File: src/rtl/proj1_alu_seq.sv
// Sequencer and register file wrapped around proj1_alu: issues one instruction at a
// time, waits out the ALU latency, then writes back the result and C/N/Z status.
`timescale 1ns/1ps
module proj1_alu_seq #(
  parameter int NREG    = 16,
  parameter int AW      = 4,
  parameter int ALU_LAT = 2
) (
  input  logic          clk,
  input  logic          rst,
  input  logic          ld_en,
  input  logic [AW-1:0] ld_addr,
  input  logic [7:0]    ld_data,
  input  logic          in_valid,
  output logic          in_ready,
  input  logic [7:0]    in_opcode,
  input  logic [AW-1:0] in_rd,
  input  logic [AW-1:0] in_rr,
  output logic [7:0]    alu_data_rd,
  output logic [7:0]    alu_data_rr,
  output logic [7:0]    alu_opcode,
  output logic          alu_ci,
  input  logic [15:0]   alu_data_o,
  input  logic          alu_co,
  input  logic          alu_no,
  input  logic          alu_zo,
  output logic          done,
  output logic          illegal,
  output logic          flag_c,
  output logic          flag_n,
  output logic          flag_z,
  input  logic [AW-1:0] dbg_addr,
  output logic [7:0]    dbg_data
);

  localparam int CW = (ALU_LAT > 1) ? $clog2(ALU_LAT) : 1;

  typedef enum logic [1:0] {S_IDLE, S_WAIT, S_WB} state_t;
  typedef enum logic [1:0] {C_STD, C_MUL, C_ILL} cls_t;

  state_t        state_q, state_d;
  logic [CW-1:0] cnt_q, cnt_d;
  cls_t          cls_q, in_cls;
  logic [AW-1:0] rd_q;
  logic [AW-1:0] rd_hi;
  logic [7:0]    regs_q [NREG];
  logic [7:0]    alu_rd_q, alu_rr_q, alu_op_q;
  logic          alu_ci_q;
  logic          fc_q, fn_q, fz_q;
  logic          done_q, ill_q;
  logic          accept, ld_we, wb;

  // Opcode class is decoded at accept so writeback only needs the latched class.
  always_comb begin
    in_cls = C_ILL;
    casez (in_opcode)
      8'b0000_????, 8'b1000_????, 8'b1001_????,
      8'b1010_????, 8'b1011_??00, 8'b11??_????: in_cls = C_STD;
      8'b0100_????:                             in_cls = C_MUL;
      default:                                  in_cls = C_ILL;
    endcase
  end

  always_comb begin
    state_d = state_q;
    cnt_d   = cnt_q;
    accept  = 1'b0;
    ld_we   = 1'b0;
    wb      = 1'b0;
    case (state_q)
      S_IDLE: begin
        ld_we  = ld_en;
        accept = in_valid && !ld_en;
        if (accept) begin
          state_d = S_WAIT;
          cnt_d   = '0;
        end
      end
      S_WAIT: begin
        cnt_d = cnt_q + CW'(1);
        if (cnt_q == CW'(ALU_LAT - 1)) state_d = S_WB;
      end
      S_WB: begin
        wb      = 1'b1;
        state_d = S_IDLE;
      end
      default: state_d = S_IDLE;
    endcase
  end

  assign in_ready = (state_q == S_IDLE) && !ld_en;
  assign rd_hi    = rd_q + AW'(1);

  always_ff @(posedge clk or negedge rst) begin
    if (!rst) begin
      state_q  <= S_IDLE;
      cnt_q    <= '0;
      cls_q    <= C_STD;
      rd_q     <= '0;
      alu_rd_q <= '0;
      alu_rr_q <= '0;
      alu_op_q <= '0;
      alu_ci_q <= 1'b0;
      fc_q     <= 1'b0;
      fn_q     <= 1'b0;
      fz_q     <= 1'b0;
      done_q   <= 1'b0;
      ill_q    <= 1'b0;
      for (int unsigned i = 0; i < NREG; i++) regs_q[i] <= '0;
    end else begin
      state_q <= state_d;
      cnt_q   <= cnt_d;
      done_q  <= wb;
      ill_q   <= wb && (cls_q == C_ILL);
      if (accept) begin
        alu_rd_q <= regs_q[in_rd];
        alu_rr_q <= regs_q[in_rr];
        alu_op_q <= in_opcode;
        alu_ci_q <= fc_q;
        rd_q     <= in_rd;
        cls_q    <= in_cls;
      end
      if (ld_we) regs_q[ld_addr] <= ld_data;
      // Multiply keeps N and writes the high byte to the next register (wrapping).
      if (wb && (cls_q != C_ILL)) begin
        regs_q[rd_q] <= alu_data_o[7:0];
        fc_q         <= alu_co;
        fz_q         <= alu_zo;
        if (cls_q == C_STD) fn_q <= alu_no;
        else                regs_q[rd_hi] <= alu_data_o[15:8];
      end
    end
  end

  assign alu_data_rd = alu_rd_q;
  assign alu_data_rr = alu_rr_q;
  assign alu_opcode  = alu_op_q;
  assign alu_ci      = alu_ci_q;
  assign done        = done_q;
  assign illegal     = ill_q;
  assign flag_c      = fc_q;
  assign flag_n      = fn_q;
  assign flag_z      = fz_q;
  assign dbg_data    = regs_q[dbg_addr];

endmodule

File: config.mk
export PLATFORM = sky130hd
export DESIGN_NAME = proj1_alu_seq
export DESIGN_NICKNAME = d
export VERILOG_FILES = /design/src/rtl/proj1_alu_seq.sv
export SDC_FILE = /design/constraint.sdc
export NUM_CORES = 1
export LEC_CHECK = 0
export CORE_ASPECT_RATIO = 1.2
export CORE_MARGIN = 2
export CORE_UTILIZATION = 64
export DETAILED_ROUTE_END_ITERATION = 10
export PLACE_DENSITY = 0.95
export RECOVER_POWER = 25
export SLEW_MARGIN = 15
export SYNTH_ARGS = -nofsm -noshare
export SYNTH_HDL_FRONTEND = slang
export SYNTH_SLANG_ARGS = --single-unit
File: constraint.sdc
create_clock -name clk -period 3.75 [get_ports clk]
set_input_delay 0.375 -clock clk [delete_from_list [all_inputs] [get_ports clk]]
set_output_delay 0.375 -clock clk [all_outputs]
set_load 0.02 [all_outputs]
# After elaboration in Yosys (flattened, before gate mapping)
# Index checks and enable logic that the tools add are counted.
dict set report word_totals {
  register_bits 167
  input_bits 55
  elab_cells 104
  output_inout_bits 39
}
dict set report op_classes {
  eq_ne 12
  addsub 2
  mux 30
  bitwise_logic 6
  magnitude_cmp 9
  n_reduce_logical 16
}
# op count
set op_table {}
lappend op_table {{$bwmux W128} 3}
lappend op_table {{$mux W128} 3}
lappend op_table {{$bmux W8 S4} 3}
lappend op_table {{$demux W8 S4} 3}
lappend op_table {{$mux W8} 9}
lappend op_table {{$ge A5 B5 Y1 const B} 6}
lappend op_table {{$not A4 Y5} 6}
lappend op_table {{$lt A5 B1 Y1 const B} 3}
lappend op_table {{$eq A4 B4 Y1 const B} 3}
lappend op_table {{$pmux W2 S2} 2}
lappend op_table {{$logic_and A1 B1 Y1} 7}
lappend op_table {{$eq A2 B2 Y1 const B} 3}
lappend op_table {{$eq A6 B6 Y1 const B} 1}
lappend op_table {{$ne A2 B2 Y1 const B} 3}
lappend op_table {{$reduce_and A2 Y1} 3}
lappend op_table {{$reduce_or A6 Y1} 1}
lappend op_table {{$add A4 B1 Y4 const B} 1}
lappend op_table {{$eq A4 B3 Y1 const B} 1}
lappend op_table {{$logic_not A2 Y1} 2}
lappend op_table {{$logic_not A4 Y1} 1}
lappend op_table {{$mux W1} 4}
lappend op_table {{$mux W2} 2}
lappend op_table {{$eq A2 B1 Y1 const B} 1}
lappend op_table {{$pmux W1 S2} 1}
lappend op_table {{3 further kinds} 3}

# Depth between registers and ports, before layout
dict set report logic_depth {
  ltp_word 11
  ltp_mapped 7
  mapped_depth_nobuf 4
}

# Least setup slack after synthesis
# OpenSTA, ideal clock, no wires.
dict set report synth_path {
  path_type {input -> output}
  start {input dbg_addr[0]}
  end {output dbg_data[0]}
  path_stages 4
  path_buffers 2
  arrival_ps 1949
  required_ps 3375
  path_slack_ps 1426
  cell_sequence {clkbuf_1 -> buf_2 -> mux4_2 -> mux4_2}
}
dict set report synth_via {
  elab_chain_cells 4
}
# item line_no
set synth_lines {}
lappend synth_lines {{from (decl)} 32} ;# input logic [AW-1:0] dbg_addr,
lappend synth_lines {{$not A4 Y5 (implied by the code)} 144} ;# assign dbg_data = regs_q[dbg_addr];
lappend synth_lines {{$bmux W8 S4} 144}
lappend synth_lines {{$mux W8 (implied by the code) (2 in series)} 144}
lappend synth_lines {{to (decl)} 33} ;# output logic [7:0] dbg_data
# No other way between the ends. The select of a mux whose other input is x is not followed.

# Worst setup path in the final report
dict set report layout_path {
  start {input dbg_addr[1]}
  end {output dbg_data[6]}
}
# The elaborated chain is that of the path after synthesis.

==> results_dict.tcl <==
set metrics [dict create \
    status "finished, violations left" \
    violations "DRC, capacitance limit, slew limit" \
    ios 94 \
    p_total_mw 10.3 \
    final_nets 1195 \
    min_to "flag_z" \
    syn_inst 1154 \
    power_density_nw_per_um2 797 \
    synthMuxAreaShare_pct 23.1 \
    final_cells 1379 \
    worstRegToRegCells 4 \
    ff2ff_setup_slack_ns 1.03 \
    crit_path_max_incr_delay_ns 0.85 \
    synth_top_area_cell "dfrtp_1" \
    root_buffer "clkbuf_16" \
    crit_fanout 9 \
    fin_ws_ns 0.473 \
    wire_per_inst_um 32.4 \
    dr.pass1.iters 11 \
    synthAdderAreaFrac_pct 0 \
    grt_pass1_vias 11200 \
    ys_async_sr_fraction_pct 100 \
    drive_above_1_share_pct 17.3 \
    setup_violations 0 \
    synth-xor-area-share_pct 0 \
    p_comb_share_pct 41.5 \
    drt_iter0_drc 2235 \
    syn_avg_cell_area_sq_um 10.1 \
    numPortBuffers 93 \
    min_path_cells 3 \
    insertion_delay_ns 0.45 \
    fmax_mhz 305 \
    hold_class "in2reg" \
    synth_compound_area_share_pct 20.3 \
    skew_ns 0.00941 \
    clockPowerShare_pct 16.8 \
    crit_family "buffers and inverters" \
    synthTopCellsByCount "nand2_1 (279), dfrtp_1 (167), o22ai_1 (128), a32oi_1 (112), mux4_2 (104)" \
    die_w_um 127 \
    cts_made_buffers 17 \
    drt_wl_total_um 44600 \
    rows 54 \
    slowest_stage "clkdlybuf4s50_1" \
    synth_edf_count 0 \
    syn-num-nets 1209 \
    worstSetupPathType "in2out" \
    hold_buffers 0 \
    p_sw_mw 4.47 \
    maxCapViolations 1 \
    dp_slack_ns 0.583 \
    vias_per_cell 8.38 \
    finalCoreUtilization_pct 72.2 \
    internal_power_mw 5.87 \
    synth_most_common_cell "nand2_1" \
    path_buf_inv 3 \
    coreArea_sq_um 18000 \
    finalCritPeriodShare_pct 87.4 \
    r2r-end "regs_q[94]" \
    sw_frac_of_total_pct 43.2 \
    ant_nets 0 \
    antenna_found_initial 2 \
    clock-sinks 167 \
    p_leak_nw 4.81 \
    cp-start-kind "input pin" \
    path_clk_slew_ns 0.07 \
    yosysSeqAreaShare_pct 35.9 \
    cts_htree_levels 4 \
    finalHoldViolCount 0 \
    cts_setup_buffers 0 \
    critPathArrivalTime_ns 2.90 \
    fin_crit_ns 3.28 \
    grt_pass1_wl_um 67200 \
    cts_tree "built" \
    grtUsageTotal_pct 47.2 \
    start_util_pct 64.7 \
    syn_to_final_growth_pct 11.6 \
    grt_max_degree 87 \
    synth_top_family_by_area "multiplexers" \
    ys_ff_latch 167 \
    vdd_drop_max_uv 460 \
    die_y_um 152 \
    synth.distinct_cells 42 \
    timing.rr.start "rd_q[1]" \
    critPathCaptureType "primary output" \
    cp.required_ns 3.38 \
    finalSetupTns_ns 0 \
    slew_violations 86 \
    vias 11600 \
    route.detailed.drc 1 \
    seqPwrFrac_pct 41.6 \
    overflow 0 \
    rsz0062_at_grt "no" \
    clk_path_buf_depth 2 \
    tightest_slew_ns 2.33 \
    synth_area_leaders "dfrtp_1 (36%), mux4_2 (20%), nand2_1 (9.0%)" \
    yosysWarnings 0 \
    synth.top_cell.area_share_pct 35.9 \
    ys.flop_type "dfrtp_1" \
    dp_hpwl_um 31200 \
    maxSlewHeadroom_pct -55.2 \
    cts_resized 0 \
    synth_area_sq_um 11600 \
    die_area_sq_um 19300 \
    gp_congestion 1.11 \
    synth_simple_gate_area_share_pct 15.0 \
    place_inst 1345 \
    worstHoldStart "alu_zo" \
    path_cells "clkdlybuf4s50_1 > buf_4 > mux4_2 > mux4_2 > clkdlybuf4s50_1" \
]
-- layer usage --
metal	GRT usage, %	wire length (um)
met1	57.3	13700
met3	19.3	7670
met4	28.3	3680
met5	0	0
met2	71.4	19600
-- cell families after synthesis --
| group | count (synthesis) |
|---|---|
| AOI/OAI and AO/OA | 320 |
| buffers and inverters | 156 |
| DFF | 167 |
| muxes | 137 |
| and+or+nand+nor | 374 |
-- metrics by stage --
stage	cell area (sq um)	hold WS, ns
finish	13000	0.454
global route	13000	0.476
CTS	13000	0.0267
detailed placement	12400	0.466
global placement	12400	0.458
floorplan	11600	0.0794
-- power groups by stage --
| stage | clock, mW | combinational (mW) | sequential, mW |
|---|---|---|---|
| after global routing | 1.80 | 4.56 | 4.24 |
| after CTS | 1.72 | 4.21 | 4.05 |
| after global placement | 0 | 4.02 | 3.96 |
| after floorplan | 0 | 3.03 | 3.48 |
| after detailed placement | 0 | 4.17 | 4.06 |
| final | 1.74 | 4.29 | 4.31 |
-- worst reg2reg max path, stage by stage (launching register included) --
cell       delay [ns]
dfrtp_1          0.70
nand4bb_1        0.64
nand2b_1         0.58
a21o_1           0.41
a32oi_1          0.29
-- area by class of cell --
class	instances	area [sq um]
Clock buffer	17	425
Timing Repair Buffer	118	1120
Tap cell	224	280
Multi-Input combinational cell	831	6820
Inverter	5	18.8
Antenna cell	2	5.00
Fill cell	1235	4990
Sequential cell	167	4180
Clock inverter	15	135
-- how the worst max path moves through the flow --
stage / start / end / slack, ns / cells past startpoint
2_1_floorplan: dbg_addr[0] / dbg_data[0] / 1.43 / 4
3_3_place_gp: dbg_addr[1] / dbg_data[6] / 0.64 / 4
3_5_place_dp: dbg_addr[1] / dbg_data[0] / 0.58 / 5
4_1_cts: dbg_addr[1] / dbg_data[6] / 0.52 / 5
5_1_grt: dbg_addr[1] / dbg_data[5] / 0.46 / 5
6_report: dbg_addr[1] / dbg_data[6] / 0.47 / 5
-- state kept, by name, indices dropped and copies added (netlist names) --
register / flops
rd_q: 4
alu_opcode: 8
flag_c: 1
cls_q: 2
done: 1
alu_data_rr: 8
alu_ci: 1
state_q: 2
cnt_q: 1
regs_q: 128
alu_data_rd: 8
illegal: 1
flag_n: 1
flag_z: 1
-- cell usage in the layout, fill, tap and decap left out, drive strengths merged, types with 4 or more instances in the layout --
cell,instances
nand3,5
mux4,104
clkdlybuf4s50,88
nor2,12
nand4,4
nand4bb,7
and3,6
nor3,10
o21ai,12
mux2,16
nand4b,4
o22ai,128
mux2i,17
dfrtp,167
a32oi,112
a22oi,44
clkinv,4
buf,29
a21o,18
or4b,6
nand2,279
inv,14
clkbuf,18
nand2b,22
Power figures use the tool's default switching activity.
